`config.mk`:
```
export PLATFORM = sky130hd
export DESIGN_NAME = sort_scheduler
export DESIGN_NICKNAME = d
export VERILOG_FILES = /design/src/rtl/sort_pkg.sv /design/src/rtl/sort_fifo.sv /design/src/rtl/sort_scheduler.sv
export SDC_FILE = /design/constraint.sdc
export NUM_CORES = 1
export LEC_CHECK = 0
export CORE_UTILIZATION = 45
export DETAILED_ROUTE_END_ITERATION = 6
export SYNTH_ARGS = -nofsm -noshare
export SYNTH_HDL_FRONTEND = slang
export SYNTH_SLANG_ARGS = --single-unit
```
`constraint.sdc`:
```
create_clock -name clk_i -period 11.53 [get_ports clk_i]
set_input_delay 1.7295 -clock clk_i [delete_from_list [all_inputs] [get_ports clk_i]]
set_output_delay 1.7295 -clock clk_i [all_outputs]
set_load 0.02 [all_outputs]
```
`src/rtl/sort_pkg.sv`:
```
// Shared definitions for the tile-sort scheduler: FSM states, class codes and queue entry layout.
package sort_pkg;

  typedef enum logic [1:0] {
    ST_IDLE     = 2'd0,
    ST_WAIT_DUE = 2'd1,
    ST_PULSE    = 2'd2,
    ST_HOLD     = 2'd3
  } sort_state_t;

  localparam logic CLS_GOOD   = 1'b0;
  localparam logic CLS_DEFECT = 1'b1;

  localparam int unsigned SORT_TS_W = 32;

  // Queue entry: class bit above the due timestamp.
  typedef struct packed {
    logic                 cls;
    logic [SORT_TS_W-1:0] due;
  } sort_entry_t;

endpackage

```
`src/rtl/sort_fifo.sv`:
```
// Synchronous FIFO holding scheduled tile results; push while full is accepted only alongside a pop.
module sort_fifo #(
  parameter int unsigned DEPTH  = 8,
  parameter int unsigned ADDR_W = 3,
  parameter int unsigned W      = 33
) (
  input  logic              clk_i,
  input  logic              rst_i,
  input  logic              push_i,
  input  logic              pop_i,
  input  logic [W-1:0]      wr_data_i,
  output logic [W-1:0]      rd_data_o,
  output logic              full_o,
  output logic              empty_o,
  output logic [ADDR_W:0]   count_o
);

  logic [W-1:0]      mem [DEPTH];
  logic [ADDR_W-1:0] wr_ptr;
  logic [ADDR_W-1:0] rd_ptr;
  logic              do_push;
  logic              do_pop;

  assign full_o    = (count_o == (ADDR_W+1)'(DEPTH));
  assign empty_o   = (count_o == '0);
  assign do_pop    = pop_i && !empty_o;
  assign do_push   = push_i && (!full_o || do_pop);
  assign rd_data_o = mem[rd_ptr];

  always_ff @(posedge clk_i) begin
    if (do_push) mem[wr_ptr] <= wr_data_i;
  end

  always_ff @(posedge clk_i) begin
    if (rst_i) begin
      wr_ptr  <= '0;
      rd_ptr  <= '0;
      count_o <= '0;
    end else begin
      if (do_push) wr_ptr <= wr_ptr + ADDR_W'(1);
      if (do_pop)  rd_ptr <= rd_ptr + ADDR_W'(1);
      count_o <= count_o + (ADDR_W+1)'(do_push) - (ADDR_W+1)'(do_pop);
    end
  end

endmodule

```
`src/rtl/sort_scheduler.sv`:
```
// Tile-sort scheduler: queues classifications and fires spaced left/right servo pulses when each tile is due.
// Optional statistics counters enabled by defining SORT_SCHEDULER_STATS_EN.
module sort_scheduler
  import sort_pkg::*;
#(
  parameter int unsigned     TRAVEL_CYCLES = 27_000_000,
  parameter int unsigned     HOLD_CYCLES   = 13_500_000,
  parameter int unsigned     PULSE_CYCLES  = 4,
  parameter int unsigned     LATE_TOL      = 16,
  parameter int unsigned     DEPTH         = 8,
  parameter int unsigned     ADDR_W        = 3,
  parameter int unsigned     TS_W          = SORT_TS_W,
  parameter logic [TS_W-1:0] TS_RESET      = '0
) (
  input  logic              clk_i,
  input  logic              rst_i,
  input  logic              result_valid_i,
  input  logic              result_defect_i,
  output logic              left_o,
  output logic              right_o,
  output logic              busy_o,
  output logic [ADDR_W:0]   pending_o,
  output logic              overflow_o,
  output logic              late_o
`ifdef SORT_SCHEDULER_STATS_EN
  ,
  output logic [15:0]       defect_cnt_o,
  output logic [15:0]       good_cnt_o,
  output logic [15:0]       drop_cnt_o
`endif
);

  localparam int unsigned PW = $clog2(PULSE_CYCLES);
  localparam int unsigned HW = $clog2(HOLD_CYCLES);

  sort_state_t     state;
  logic [TS_W-1:0] now_q;
  logic [TS_W-1:0] lag;
  logic [TS_W:0]   head;
  logic [TS_W:0]   wr_entry;
  logic            fifo_full;
  logic            fifo_empty;
  logic            head_due;
  logic            issue;
  logic            drop;
  logic [PW-1:0]   pulse_cnt;
  logic [HW-1:0]   hold_cnt;

  // Due is stored in terms of the now value seen at the issuing edge, one edge after TRAVEL_CYCLES elapse.
  assign wr_entry = {result_defect_i, now_q + TS_W'(TRAVEL_CYCLES + 1)};
  assign lag      = now_q - head[TS_W-1:0];
  assign head_due = !fifo_empty && !lag[TS_W-1];
  assign issue    = head_due && ((state == ST_WAIT_DUE) || (state == ST_HOLD && hold_cnt == '0));
  assign drop     = result_valid_i && fifo_full && !issue;
  assign busy_o   = !fifo_empty || (state != ST_IDLE);

  sort_fifo #(
    .DEPTH  (DEPTH),
    .ADDR_W (ADDR_W),
    .W      (TS_W + 1)
  ) u_fifo (
    .clk_i     (clk_i),
    .rst_i     (rst_i),
    .push_i    (result_valid_i),
    .pop_i     (issue),
    .wr_data_i (wr_entry),
    .rd_data_o (head),
    .full_o    (fifo_full),
    .empty_o   (fifo_empty),
    .count_o   (pending_o)
  );

  always_ff @(posedge clk_i) begin
    if (rst_i) begin
      state      <= ST_IDLE;
      now_q      <= TS_RESET;
      pulse_cnt  <= '0;
      hold_cnt   <= '0;
      left_o     <= 1'b0;
      right_o    <= 1'b0;
      late_o     <= 1'b0;
      overflow_o <= 1'b0;
    end else begin
      now_q  <= now_q + TS_W'(1);
      late_o <= 1'b0;
      if (hold_cnt != '0) hold_cnt <= hold_cnt - HW'(1);
      if (drop) overflow_o <= 1'b1;
      // A head already due when HOLD expires is issued on that edge, skipping IDLE.
      if (issue) begin
        state     <= ST_PULSE;
        left_o    <= (head[TS_W] == CLS_DEFECT);
        right_o   <= (head[TS_W] == CLS_GOOD);
        pulse_cnt <= PW'(PULSE_CYCLES - 1);
        hold_cnt  <= HW'(HOLD_CYCLES - 1);
        late_o    <= (lag > TS_W'(LATE_TOL));
      end else begin
        case (state)
          ST_IDLE:     if (!fifo_empty) state <= ST_WAIT_DUE;
          ST_WAIT_DUE: state <= ST_WAIT_DUE;
          ST_PULSE: begin
            if (pulse_cnt == '0) begin
              left_o  <= 1'b0;
              right_o <= 1'b0;
              state   <= ST_HOLD;
            end else begin
              pulse_cnt <= pulse_cnt - PW'(1);
            end
          end
          ST_HOLD:     if (hold_cnt == '0) state <= ST_IDLE;
          default:     state <= ST_IDLE;
        endcase
      end
    end
  end

`ifdef SORT_SCHEDULER_STATS_EN
  always_ff @(posedge clk_i) begin
    if (rst_i) begin
      defect_cnt_o <= '0;
      good_cnt_o   <= '0;
      drop_cnt_o   <= '0;
    end else begin
      if (issue && head[TS_W] == CLS_DEFECT && defect_cnt_o != '1) defect_cnt_o <= defect_cnt_o + 16'd1;
      if (issue && head[TS_W] == CLS_GOOD && good_cnt_o != '1)     good_cnt_o   <= good_cnt_o + 16'd1;
      if (drop && drop_cnt_o != '1)                                drop_cnt_o   <= drop_cnt_o + 16'd1;
    end
  end
`endif

endmodule

```
==> flow_metrics.env <==
export IMPL_routabilityCongestion=0.839
export IMPL_synth_top_cells_by_count="edfxtp_1 (264), nor2_1 (83), dfxtp_1 (77)"
export IMPL_drv_slew=0
export IMPL_cts_hold_buf=0
export IMPL_grt_util_all_layers=0.193
export IMPL_min_delay_start="overflow_o"
export IMPL_p_clk_frac=0.353
export IMPL_finalHoldViolCount=0
export IMPL_diodes=0
export IMPL_grt_overflow=0
export IMPL_ys_types=69
export IMPL_syn_avg_cell_area_um2=13.8
export IMPL_ctsResizeCount=0
export IMPL_drt_iter0_drc=618
export IMPL_hold_class="flip-flop to flip-flop"
export IMPL_cp_max_fo=37
export IMPL_dp_final_hpwl_mm=20.8
export IMPL_ir_drop_uv=118
export IMPL_clk_pin_slew_worst_paths_ns=0.06
export IMPL_drv_cap=0
export IMPL_async_reset_ff_frac=0
export IMPL_min_period_ns=6.27
export IMPL_worst_ep_required_time_ns=11.71
export IMPL_final_nets=1197
export IMPL_cts_tree="built"
export IMPL_drt_pass1_iter_count=6
export IMPL_syn_inst=1126
export IMPL_num_vias=9314
export IMPL_syn_area_um2=15500
export IMPL_setup_tns_final_ns=0
export IMPL_post_drt_wl_per_cell_um=20.6
export IMPL_root_buffer="clkbuf_16"
export IMPL_critPathCaptureType="flip-flop"
export IMPL_seqPwrFrac=0.453
export IMPL_syn_nets=1174
export IMPL_grt_max_degree=75
export IMPL_htreeDepth=2
export IMPL_switching_share=0.272
export IMPL_area_growth_pct=12.0
export IMPL_p_int_mw=2.36
export IMPL_finClkSkew_ns=0.0184
export IMPL_worstPathArrival_ns=6.45
export IMPL_drt_wl_total_mm=33.4
export IMPL_antenna_left=0
export IMPL_yosysSeqAreaShare=0.610
export IMPL_rsz0062_at_grt="no"
export IMPL_chipHeight_um=188
export IMPL_synth_most_common_cell="edfxtp_1"
export IMPL_path_class="flip-flop to flip-flop"
export IMPL_synth_top_cell_by_area="edfxtp_1"
export IMPL_dieArea_um2=35300
export IMPL_synth_area_leaders="edfxtp_1 (51%), dfxtp_1 (9.9%), mux4_2 (9.6%)"
export IMPL_synth_ff_type="edfxtp_1"
export IMPL_slew_headroom=0.314
export IMPL_p_leak_nw=5.59
export IMPL_core_um2=33800
export IMPL_fin_ws_ns=5.26
export IMPL_io_buffer_count=12
export IMPL_start_util=0.460
export IMPL_clock_latency_ns=0.52
export IMPL_outcome="complete, no violations"
export IMPL_yosysTopAreaCellShare=0.510
export IMPL_drc_errors=0
export IMPL_fin_crit_sh=0.543
export IMPL_synth_edf_count=264
export IMPL_ys_ff_latch=341
export IMPL_std_cell_rows=67
export IMPL_clock_path_buffers=3
export IMPL_dieWidth_um=188
export IMPL_worst_slew_pin_transition_ns=1.03
export IMPL_cts_setup_buffers=0
export IMPL_antenna_found_initial=0
export IMPL_combPwrFrac=0.193
export IMPL_p_per_area_nw_per_um2=186
export IMPL_setup_violations=0
export IMPL_max_freq_mhz=160
export IMPL_ys_warn_count=0
export IMPL_cp_start_kind="flip-flop"
export IMPL_power_switching_mw=0.880
export IMPL_dp_slack_ns=5.21
export IMPL_ioPinCount=13
export IMPL_grt_pass1_wl_mm=52.7
export IMPL_grt_pass1_vias=9167
export IMPL_via_per_inst=5.73
export IMPL_cts_buffers=37
export IMPL_clock_sink_count=341
export IMPL_drive_gt1_frac=0.139
critical path, cell delays in order, from the launching register on:
cell      delay (ns)
dfxtp_4         0.73
buf_4           0.73
mux4_2          0.60
mux2i_1         0.23
ha_1            0.35
a21oi_1         0.33
nand2_1         0.11
o21ai_2         0.25
o211ai_1        0.18
o21a_1          0.23
o21ai_0         0.33
nand3_1         0.12
buf_4           0.28
a31o_2          0.36
nor2_4          0.54
buf_4           0.46
cell families after synthesis:
| logic type | count (synthesis) | share of synthesized area |
|---|---|---|
| simple gates | 303 | 0.0959 |
| fa+ha+maj | 44 | 0.0364 |
| xor+xnor | 79 | 0.0445 |
| buf+inv | 74 | 0.0184 |
| compound gates | 180 | 0.0740 |
| flops | 341 | 0.610 |
| mux | 105 | 0.121 |
worst paths after layout:
check / to / slack, ns / cells past startpoint
hold reg to reg: overflow_o / 0.48 / 2
hold / removal: overflow_o / 0.48 / 2
setup reg to reg: u_fifo.mem[0][2] / 5.26 / 15
setup / recovery: u_fifo.mem[0][2] / 5.26 / 15
registers in the layout, summed over array words and instances (netlist names), named ones only:
signal and count:
state 2, overflow_o 1, late_o 1, pulse_cnt 2, u_fifo.rd_ptr 3, left_o 1, now_q 32, u_fifo.count_o 4
hold_cnt 24, u_fifo.mem 264, u_fifo.wr_ptr 3, right_o 1
final cells by class:
type                    count  area (um^2)
clock buffers              54         1040
clock inverters            14          131
fillers                  2809        16400
inverters                  27          101
multi-input cells         711         5830
flip-flops and latches    341         9480
well taps                 448          561
repair buffers             31          258
cells in the final DEF (no fill, tap or decap), types with 4 or more instances in the layout:
| cell | instances |
|---|---|
| inv_1 | 27 |
| edfxtp_1 | 264 |
| clkbuf_1 | 14 |
| a31o_2 | 4 |
| buf_4 | 19 |
| o21ai_0 | 35 |
| o211ai_1 | 4 |
| or4_1 | 8 |
| nor2_1 | 79 |
| or3_1 | 29 |
| nor4_1 | 9 |
| nand2b_1 | 11 |
| mux2i_1 | 35 |
| o21a_1 | 9 |
| nand2_1 | 68 |
| nor2_4 | 4 |
| a21oi_1 | 63 |
| a21o_1 | 11 |
| o31ai_1 | 5 |
| nor2b_1 | 11 |
| xor2_1 | 34 |
| and3_1 | 6 |
| dfxtp_1 | 74 |
| nand4_1 | 15 |
| ha_1 | 42 |
| clkinv_1 | 4 |
| clkbuf_16 | 39 |
| a31oi_1 | 8 |
| nor3_2 | 4 |
| mux4_2 | 66 |
| nor3_1 | 22 |
| xnor2_1 | 45 |
| a211oi_1 | 5 |
| clkdlybuf4s50_1 | 11 |
| nand3_1 | 22 |
| o21bai_1 | 4 |
power by group through the flow:
stage	combinational (mW)	clock [mW]	sequential, mW
6_report	0.626	1.14	1.47
5_1_grt	0.697	1.22	1.48
4_1_cts	0.634	1.17	1.47
3_5_place_dp	0.631	0	1.50
3_3_place_gp	0.622	0	1.49
2_1_floorplan	0.482	0	1.48
per-layer routing:
metal / vias to the layer above / GRT usage / part of all wire
met4: 0 / 0.0528 / 0.020
met3: 50 / 0.0309 / 0.050
met1: 4677 / 0.287 / 0.48
met5: - / 0 / 0
li1: 4374 / - / -
met2: 213 / 0.293 / 0.45
metrics by stage:
stage | util | hold slack, ns | std cells | power, mW | instance area (um^2)
after global routing | 0.515 | 0.503 | 1626 | 3.40 | 17400
after global placement | 0.480 | 0.469 | 1558 | 2.12 | 16200
after detailed placement | 0.480 | 0.459 | 1558 | 2.13 | 16200
final | 0.515 | 0.479 | 1626 | 3.24 | 17400
after floorplan | - | 0.437 | 1126 | 1.96 | 15500
after CTS | 0.515 | 0.475 | 1626 | 3.27 | 17400
No activity file was read; power rests on OpenSTA's default activity.
